$ cat src/rtl/space_invaders_pkg.sv
// Shared types and constants for the space invaders blocks.
// Screen geometry, the bullet FSM encoding and a saturating subtract helper.
package space_invaders_pkg;

    localparam int SCREEN_W = 640;
    localparam int SCREEN_H = 480;

    typedef logic [9:0] pos_t;

    typedef enum logic [2:0] {
        ST_IDLE   = 3'b001,
        ST_FLYING = 3'b010,
        ST_IMPACT = 3'b100
    } bullet_state_e;

    // Clamps at zero so screen coordinates never wrap.
    function automatic pos_t sat_sub(input pos_t a, input pos_t b);
        return (a >= b) ? pos_t'(a - b) : '0;
    endfunction

endpackage

$ cat src/rtl/bullet_collide.sv
// Combinational bullet/enemy box overlap with dead masking.
// The lowest-index live overlapping enemy wins; result is one-hot.
module bullet_collide
    import space_invaders_pkg::*;
#(
    parameter int num_enemies_p = 8
) (
    input  pos_t                      bl_i,
    input  pos_t                      br_i,
    input  pos_t                      bt_i,
    input  pos_t                      bb_i,
    input  logic [10*num_enemies_p-1:0] enemy_left_i,
    input  logic [10*num_enemies_p-1:0] enemy_right_i,
    input  logic [10*num_enemies_p-1:0] enemy_top_i,
    input  logic [10*num_enemies_p-1:0] enemy_bot_i,
    input  logic [num_enemies_p-1:0]  enemy_dead_i,
    output logic [num_enemies_p-1:0]  hit_onehot_o,
    output logic                      any_hit_o
);

    logic [num_enemies_p-1:0] overlap;
    logic                     found;

    // Inclusive, unsigned box test on every enemy slot.
    always_comb begin
        overlap = '0;
        for (int k = 0; k < num_enemies_p; k++) begin
            overlap[k] = !enemy_dead_i[k]
                      && (bl_i <= enemy_right_i[10*k +: 10])
                      && (br_i >= enemy_left_i[10*k +: 10])
                      && (bt_i <= enemy_bot_i[10*k +: 10])
                      && (bb_i >= enemy_top_i[10*k +: 10]);
        end
    end

    always_comb begin
        hit_onehot_o = '0;
        found        = 1'b0;
        for (int k = 0; k < num_enemies_p; k++) begin
            if (overlap[k] && !found) begin
                hit_onehot_o[k] = 1'b1;
                found           = 1'b1;
            end
        end
        any_hit_o = found;
    end

endmodule

$ cat src/rtl/pos_counter.sv
// Shared position counter: load a start value, or step down by step_p.
// Stepping saturates at zero.
module pos_counter
    import space_invaders_pkg::*;
#(
    parameter pos_t step_p = 10'd4
) (
    input  logic clk_i,
    input  logic reset_i,
    input  logic load_i,
    input  pos_t load_val_i,
    input  logic down_i,
    output pos_t count_o
);

    pos_t count_q;
    pos_t count_d;

    always_comb begin
        count_d = count_q;
        if (load_i) begin
            count_d = load_val_i;
        end else if (down_i) begin
            count_d = sat_sub(count_q, step_p);
        end
    end

    always_ff @(posedge clk_i) begin
        if (reset_i) begin
            count_q <= '0;
        end else begin
            count_q <= count_d;
        end
    end

    assign count_o = count_q;

endmodule

$ cat src/rtl/player_bullet.sv
// Player projectile: launches from the ship on fire_i, climbs per frame_i,
// and reports a one-hot hit to the struck enemy or a miss at the top limit.
module player_bullet
    import space_invaders_pkg::*;
#(
    parameter int   num_enemies_p = 8,
    parameter pos_t bullet_w_p    = 10'd2,
    parameter pos_t bullet_h_p    = 10'd8,
    parameter pos_t speed_p       = 10'd4,
    parameter pos_t top_limit_p   = 10'd0
) (
    input  logic                        clk_i,
    input  logic                        reset_i,
    input  logic                        frame_i,
    input  logic                        fire_i,
    input  pos_t                        player_left_i,
    input  pos_t                        player_right_i,
    input  pos_t                        player_top_i,
    input  logic [10*num_enemies_p-1:0] enemy_left_i,
    input  logic [10*num_enemies_p-1:0] enemy_right_i,
    input  logic [10*num_enemies_p-1:0] enemy_top_i,
    input  logic [10*num_enemies_p-1:0] enemy_bot_i,
    input  logic [num_enemies_p-1:0]    enemy_dead_i,
    output pos_t                        left_pos_o,
    output pos_t                        right_pos_o,
    output pos_t                        top_pos_o,
    output pos_t                        bot_pos_o,
    output logic                        active_o,
    output logic [num_enemies_p-1:0]    hit_o,
    output logic                        miss_o,
    output bullet_state_e               dbg_state_o
);

    // Handshake: fire_i is the request (valid); the bullet is ready only in
    // ST_IDLE, so a request seen in any other state is dropped, never queued.

    bullet_state_e            state_q, state_d;
    pos_t                     left_q, left_d;
    pos_t                     right_q, right_d;
    pos_t                     bot_q, bot_d;
    logic [num_enemies_p-1:0] hit_q, hit_d;
    logic                     miss_q, miss_d;
    logic                     active_q, active_d;

    pos_t                     top_cnt;
    logic                     top_load;
    logic                     top_down;
    logic [10:0]              player_sum;
    pos_t                     launch_left;
    pos_t                     launch_top;
    logic                     past_limit;
    logic [num_enemies_p-1:0] col_onehot;
    logic                     col_any;

    assign player_sum  = {1'b0, player_left_i} + {1'b0, player_right_i};
    assign launch_left = sat_sub(player_sum[10:1], bullet_w_p >> 1);
    assign launch_top  = sat_sub(player_top_i, bullet_h_p);
    // Widened compare so a large top_limit_p + speed_p cannot wrap.
    assign past_limit  = {1'b0, top_cnt} < ({1'b0, top_limit_p} + {1'b0, speed_p});

    pos_counter #(
        .step_p (speed_p)
    ) u_top_cnt (
        .clk_i      (clk_i),
        .reset_i    (reset_i),
        .load_i     (top_load),
        .load_val_i (launch_top),
        .down_i     (top_down),
        .count_o    (top_cnt)
    );

    bullet_collide #(
        .num_enemies_p (num_enemies_p)
    ) u_collide (
        .bl_i          (left_q),
        .br_i          (right_q),
        .bt_i          (top_cnt),
        .bb_i          (bot_q),
        .enemy_left_i  (enemy_left_i),
        .enemy_right_i (enemy_right_i),
        .enemy_top_i   (enemy_top_i),
        .enemy_bot_i   (enemy_bot_i),
        .enemy_dead_i  (enemy_dead_i),
        .hit_onehot_o  (col_onehot),
        .any_hit_o     (col_any)
    );

    always_comb begin
        state_d  = state_q;
        left_d   = left_q;
        right_d  = right_q;
        bot_d    = bot_q;
        hit_d    = '0;
        miss_d   = 1'b0;
        active_d = active_q;
        top_load = 1'b0;
        top_down = 1'b0;
        case (state_q)
            ST_IDLE: begin
                active_d = 1'b0;
                if (fire_i) begin
                    state_d  = ST_FLYING;
                    active_d = 1'b1;
                    left_d   = launch_left;
                    right_d  = launch_left + bullet_w_p - 10'd1;
                    bot_d    = launch_top + bullet_h_p - 10'd1;
                    top_load = 1'b1;
                end
            end
            ST_FLYING: begin
                // Collision is judged on the box before this frame's move.
                if (frame_i) begin
                    if (col_any) begin
                        state_d  = ST_IMPACT;
                        hit_d    = col_onehot;
                        active_d = 1'b0;
                    end else if (past_limit) begin
                        state_d  = ST_IDLE;
                        miss_d   = 1'b1;
                        active_d = 1'b0;
                    end else begin
                        top_down = 1'b1;
                        bot_d    = bot_q - speed_p;
                    end
                end
            end
            ST_IMPACT: begin
                state_d  = ST_IDLE;
                active_d = 1'b0;
            end
            default: begin
                state_d  = ST_IDLE;
                active_d = 1'b0;
            end
        endcase
    end

    always_ff @(posedge clk_i) begin
        if (reset_i) begin
            state_q  <= ST_IDLE;
            left_q   <= '0;
            right_q  <= '0;
            bot_q    <= '0;
            hit_q    <= '0;
            miss_q   <= 1'b0;
            active_q <= 1'b0;
        end else begin
            state_q  <= state_d;
            left_q   <= left_d;
            right_q  <= right_d;
            bot_q    <= bot_d;
            hit_q    <= hit_d;
            miss_q   <= miss_d;
            active_q <= active_d;
        end
    end

    assign left_pos_o  = left_q;
    assign right_pos_o = right_q;
    assign top_pos_o   = top_cnt;
    assign bot_pos_o   = bot_q;
    assign active_o    = active_q;
    assign hit_o       = hit_q;
    assign miss_o      = miss_q;
    assign dbg_state_o = state_q;

endmodule

$ cat config.mk
export PLATFORM = sky130hd
export DESIGN_NAME = player_bullet
export DESIGN_NICKNAME = d
export VERILOG_FILES = /design/src/rtl/space_invaders_pkg.sv /design/src/rtl/bullet_collide.sv /design/src/rtl/pos_counter.sv /design/src/rtl/player_bullet.sv
export SDC_FILE = /design/constraint.sdc
export NUM_CORES = 1
export LEC_CHECK = 0
export ABC_AREA = 1
export CELL_PAD_IN_SITES_DETAIL_PLACEMENT = 1
export CELL_PAD_IN_SITES_GLOBAL_PLACEMENT = 1
export CORE_MARGIN = 1.5
export CORE_UTILIZATION = 29
export CTS_BUF_LIST = sky130_fd_sc_hd__clkbuf_8 sky130_fd_sc_hd__clkbuf_16
export CTS_CLUSTER_DIAMETER = 100
export DETAILED_ROUTE_END_ITERATION = 12
export GPL_ROUTABILITY_DRIVEN = 0
export GPL_TIMING_DRIVEN = 0
export HOLD_SLACK_MARGIN = 0.08
export MAX_ROUTING_LAYER = met4
export PLACE_DENSITY = 0.82
export SKIP_CTS_REPAIR_TIMING = 1
export SLEW_MARGIN = 10
export SYNTH_ARGS = -nofsm -noshare
export SYNTH_HDL_FRONTEND = slang
export SYNTH_HIERARCHICAL = 1
export SYNTH_SLANG_ARGS = --single-unit
$ cat constraint.sdc
create_clock -name clk_i -period 3.1 [get_ports clk_i]
set_clock_uncertainty 0.15 [all_clocks]
set_input_delay 0.62 -clock clk_i [delete_from_list [all_inputs] [get_ports clk_i]]
set_output_delay 0.62 -clock clk_i [all_outputs]
set_load 0.01 [all_outputs]
==> results.py <==
metrics = {
    "routing": {
        "routed_wl_um": 57100,
        "detail_route.wl_per_cell_um": 19.6,
        "avgViaCountPerCell": 5.08,
        "dr_total_vias": 14803,
        "drc_errors": 0,
        "detail-route-antenna-nets": 0,
        "dr.pass1.iters": 5,
        "drtIter0Drc": 518,
    },
    "synth": {
        "syn_inst": 1920,
        "synth_ff_type": "dfxtp_1",
        "synth_seq_cells": 53,
        "synth_top_family_by_area": "adder cells",
        "synth.distinct_cells": 49,
        "synthSimpleGateAreaFrac_pct": 27.5,
        "avgSynthCellArea_um2": 6.43,
        "synth_edf_count": 0,
        "synth_mux_area_share_pct": 0,
        "synth_area_mm2": 0.0123,
        "synthArstFlopShare_pct": 0,
        "synth_fp_nets": 2620,
        "synth_seq_area_share_pct": 8.60,
        "synth-xor-area-share_pct": 1.05,
        "synth_fa_ha_area_share_pct": 34.3,
        "synth-compound-area-share_pct": 14.2,
        "yosys_warnings": 6,
    },
    "clock_network": {
        "clk_latency_ns": 0.31,
        "clk_pin_slew_ns": 0.08,
        "clock_path_buffers": 2,
        "root_buffer": "clkbuf_16",
        "tritoncts": "built",
        "ctsHtreeMaxLevel": 2,
        "numCtsBuffers": 5,
        "cts_sinks": 53,
    },
    "placement": {
        "io_buffers": 413,
        "place_hpwl_um": 43700,
        "placed_cells": 2872,
        "pre_cts_ws_ns": -1.22,
    },
    "pwr": {
        "leakage_uw": 0.0101,
        "ir_worst_vdd_uv": 335,
        "p_per_area_mw_per_mm2": 599,
    },
    "global_routing": {
        "track_usage_pct": 23.6,
        "antenna_found_initial": 12,
        "grt_pass1_wl_um": 79900,
        "grt_remaining_overflow": 0,
        "grt_pass1_vias": 15673,
        "grt_max_degree": 20,
    },
    "outcome": {
        "status": "finished, violations left",
        "violations": "setup timing",
    },
    "critical_path": {
        "cp_slowest_cell": "clkdlybuf4s50_1",
        "required_ns": 3.19,
        "cpPeakStageDelay_ns": 0.45,
        "crit_top_cell": "nand2_2",
        "worstSetupPathType": "in -> reg",
        "startpoint_type": "input pin",
        "cp_max_fo": 8,
        "cp_cell_sequence": "clkdlybuf4s50_1 -> inv_1 -> ha_1 -> nand2_2 -> nor2_2 -> o211ai_1 -> nand3_2 -> nand2_2 -> nand2_2 -> inv_2 -> nand2_4 -> nor2_4 -> nor3_4 -> nand4_1 -> inv_2 -> nand2_2 -> nor3_2 -> buf_4 -> nor2_4 -> inv_2 -> o21ai_0 -> nor2_1 -> nor2_1",
        "worstPathArrival_ns": 3.59,
        "endpoint_kind": "flop",
    },
    "timing": {
        "finalCriticalPeriod_ns": 3.50,
        "finalCritPeriodShare_pct": 113,
        "hold_violations": 0,
        "max_freq_mhz": 286,
        "setup_slack_ns": -0.401,
        "tns_ns": -8.04,
        "tightest_slew_ns": 0.834,
        "maxSlewHeadroom_pct": 44.4,
        "rsz0062_at_grt": "yes",
        "finalSetupViolations": 34,
        "slew_violations": 0,
    },
    "layout": {
        "drive_gt1_share_pct": 21.0,
        "final_common_cell": "inv_1",
        "nNetsFinal": 3064,
        "fillers": 5160,
        "final_cell_mix": "inv_1, clkdlybuf4s50_1, nand2_1, ha_1, nor2_1",
        "syn_to_final_growth_pct": 60.3,
        "utilization_pct": 47.2,
        "layout.cells.non_filler": 2916,
    },
    "die": {
        "core_mm2": 0.0419,
        "dieHeight_um": 209,
        "start_util_pct": 29.4,
        "die_area_mm2": 0.0438,
        "chipWidth_um": 209,
        "row_count": 75,
        "io_pins": 415,
    },
    "run": {
        "cap_violations": 0,
    },
    "worst_hold_path": {
        "min_path_type": "reg -> reg",
    },
}
-- area by class of cell --
| cell class | count | area [um^2] | area share, % |
|---|---|---|---|
| Clock buffer | 5 | 125 | 0.632 |
| Antenna cell | 12 | 30.0 | 0.152 |
| Timing Repair Buffer | 437 | 4500 | 22.7 |
| Sequential cell | 53 | 1110 | 5.61 |
| Inverter | 451 | 1690 | 8.56 |
| Buffer | 15 | 80.1 | 0.405 |
| Clock inverter | 3 | 28.8 | 0.145 |
| Tap cell | 539 | 674 | 3.41 |
| Multi-Input combinational cell | 1401 | 11600 | 58.4 |
-- sequential cells by signal, summed over array words and instances, names as in the netlist --
signal,flops
hit_o,8
bot_pos_o,10
active_o,1
left_pos_o,10
miss_o,1
right_pos_o,10
u_top_cnt/count_o,10
dbg_state_o,3
-- worst paths after layout --
kind | endpoint | depth (start not counted) | slack [ns] | start
setup / recovery | u_top_cnt/count_o[9]$_SDFFE_PP0P_ | 23 | -0.40 | enemy_bot_i[42]
hold / removal | active_o$_SDFFE_PP0P_ | 2 | 0.33 | active_o$_SDFFE_PP0P_
hold reg to reg | active_o$_SDFFE_PP0P_ | 2 | 0.33 | active_o$_SDFFE_PP0P_
setup reg to reg | u_top_cnt/count_o[9]$_SDFFE_PP0P_ | 17 | -0.35 | right_pos_o[9]$_SDFFE_PP0P_
-- kinds of logic (layout without fill, tap and decap cells) --
logic type,after synthesis,after routing
and+or+nand+nor,749,749
buffers and inverters,466,911
adders and majority gates,338,338
AOI/OAI and AO/OA,300,300
DFF,53,53
xor gates and xnor gates,14,14
other,0,12
-- Yosys cell counts (4+ instances only) --
library cell / count / share of area, %
clkbuf_1: 8 / 0.24
nor2_2: 14 / 0.71
nor3_1: 14 / 0.57
a21oi_2: 6 / 0.43
nand2_2: 18 / 0.91
ha_1: 337 / 34
inv_1: 441 / 13
a21oi_1: 147 / 6.0
nand3_2: 7 / 0.57
a22oi_1: 7 / 0.43
xor2_1: 9 / 0.64
dfxtp_1: 53 / 8.6
buf_2: 4 / 0.16
nor2_1: 184 / 5.6
a21o_1: 8 / 0.49
o21ai_0: 52 / 2.1
xnor2_1: 4 / 0.28
nand4_1: 55 / 2.8
nor4_1: 11 / 0.56
a31oi_1: 5 / 0.25
o21a_1: 24 / 1.5
nand3_1: 79 / 3.2
o21bai_1: 10 / 0.61
o211ai_1: 23 / 1.4
a211oi_1: 8 / 0.49
inv_2: 6 / 0.18
nand2_1: 343 / 10
nor2_4: 9 / 0.82
-- power by group --
| group | total (uW) | leakage, uW | switching, uW | internal [uW] |
|---|---|---|---|---|
| clock | 623 | 0.0000764 | 312 | 311 |
| combinational | 8910 | 0.00955 | 4870 | 4040 |
| sequential | 2310 | 0.000449 | 1340 | 966 |
| total | 11800 | 0.0101 | 6530 | 5320 |
-- layer usage --
metal	up-vias	wire, um	track usage (%)
met3	125	2620	3.46
met2	434	29300	42.6
met4	0	2340	8.70
met5	-	0	-
met1	7068	22800	26.4
li1	7176	-	-
-- metrics by stage --
stage	total power [uW]	area [um^2]	hold slack (ns)
after floorplan	6050	12300	0.333
after global placement	8620	17200	0.308
after detailed placement	9120	17200	0.327
after CTS	9800	17300	0.342
after global routing	12900	19800	0.356
final	11800	19800	0.331
-- worst max-delay path: cells and delay by family --
| family | cells | cell delay (ns) |
|---|---|---|
| simple gates | 14 | 1.48 |
| buf+inv | 6 | 0.90 |
| fa+ha+maj | 1 | 0.30 |
| compound gates | 2 | 0.27 |
Power figures use the tool's default switching activity.
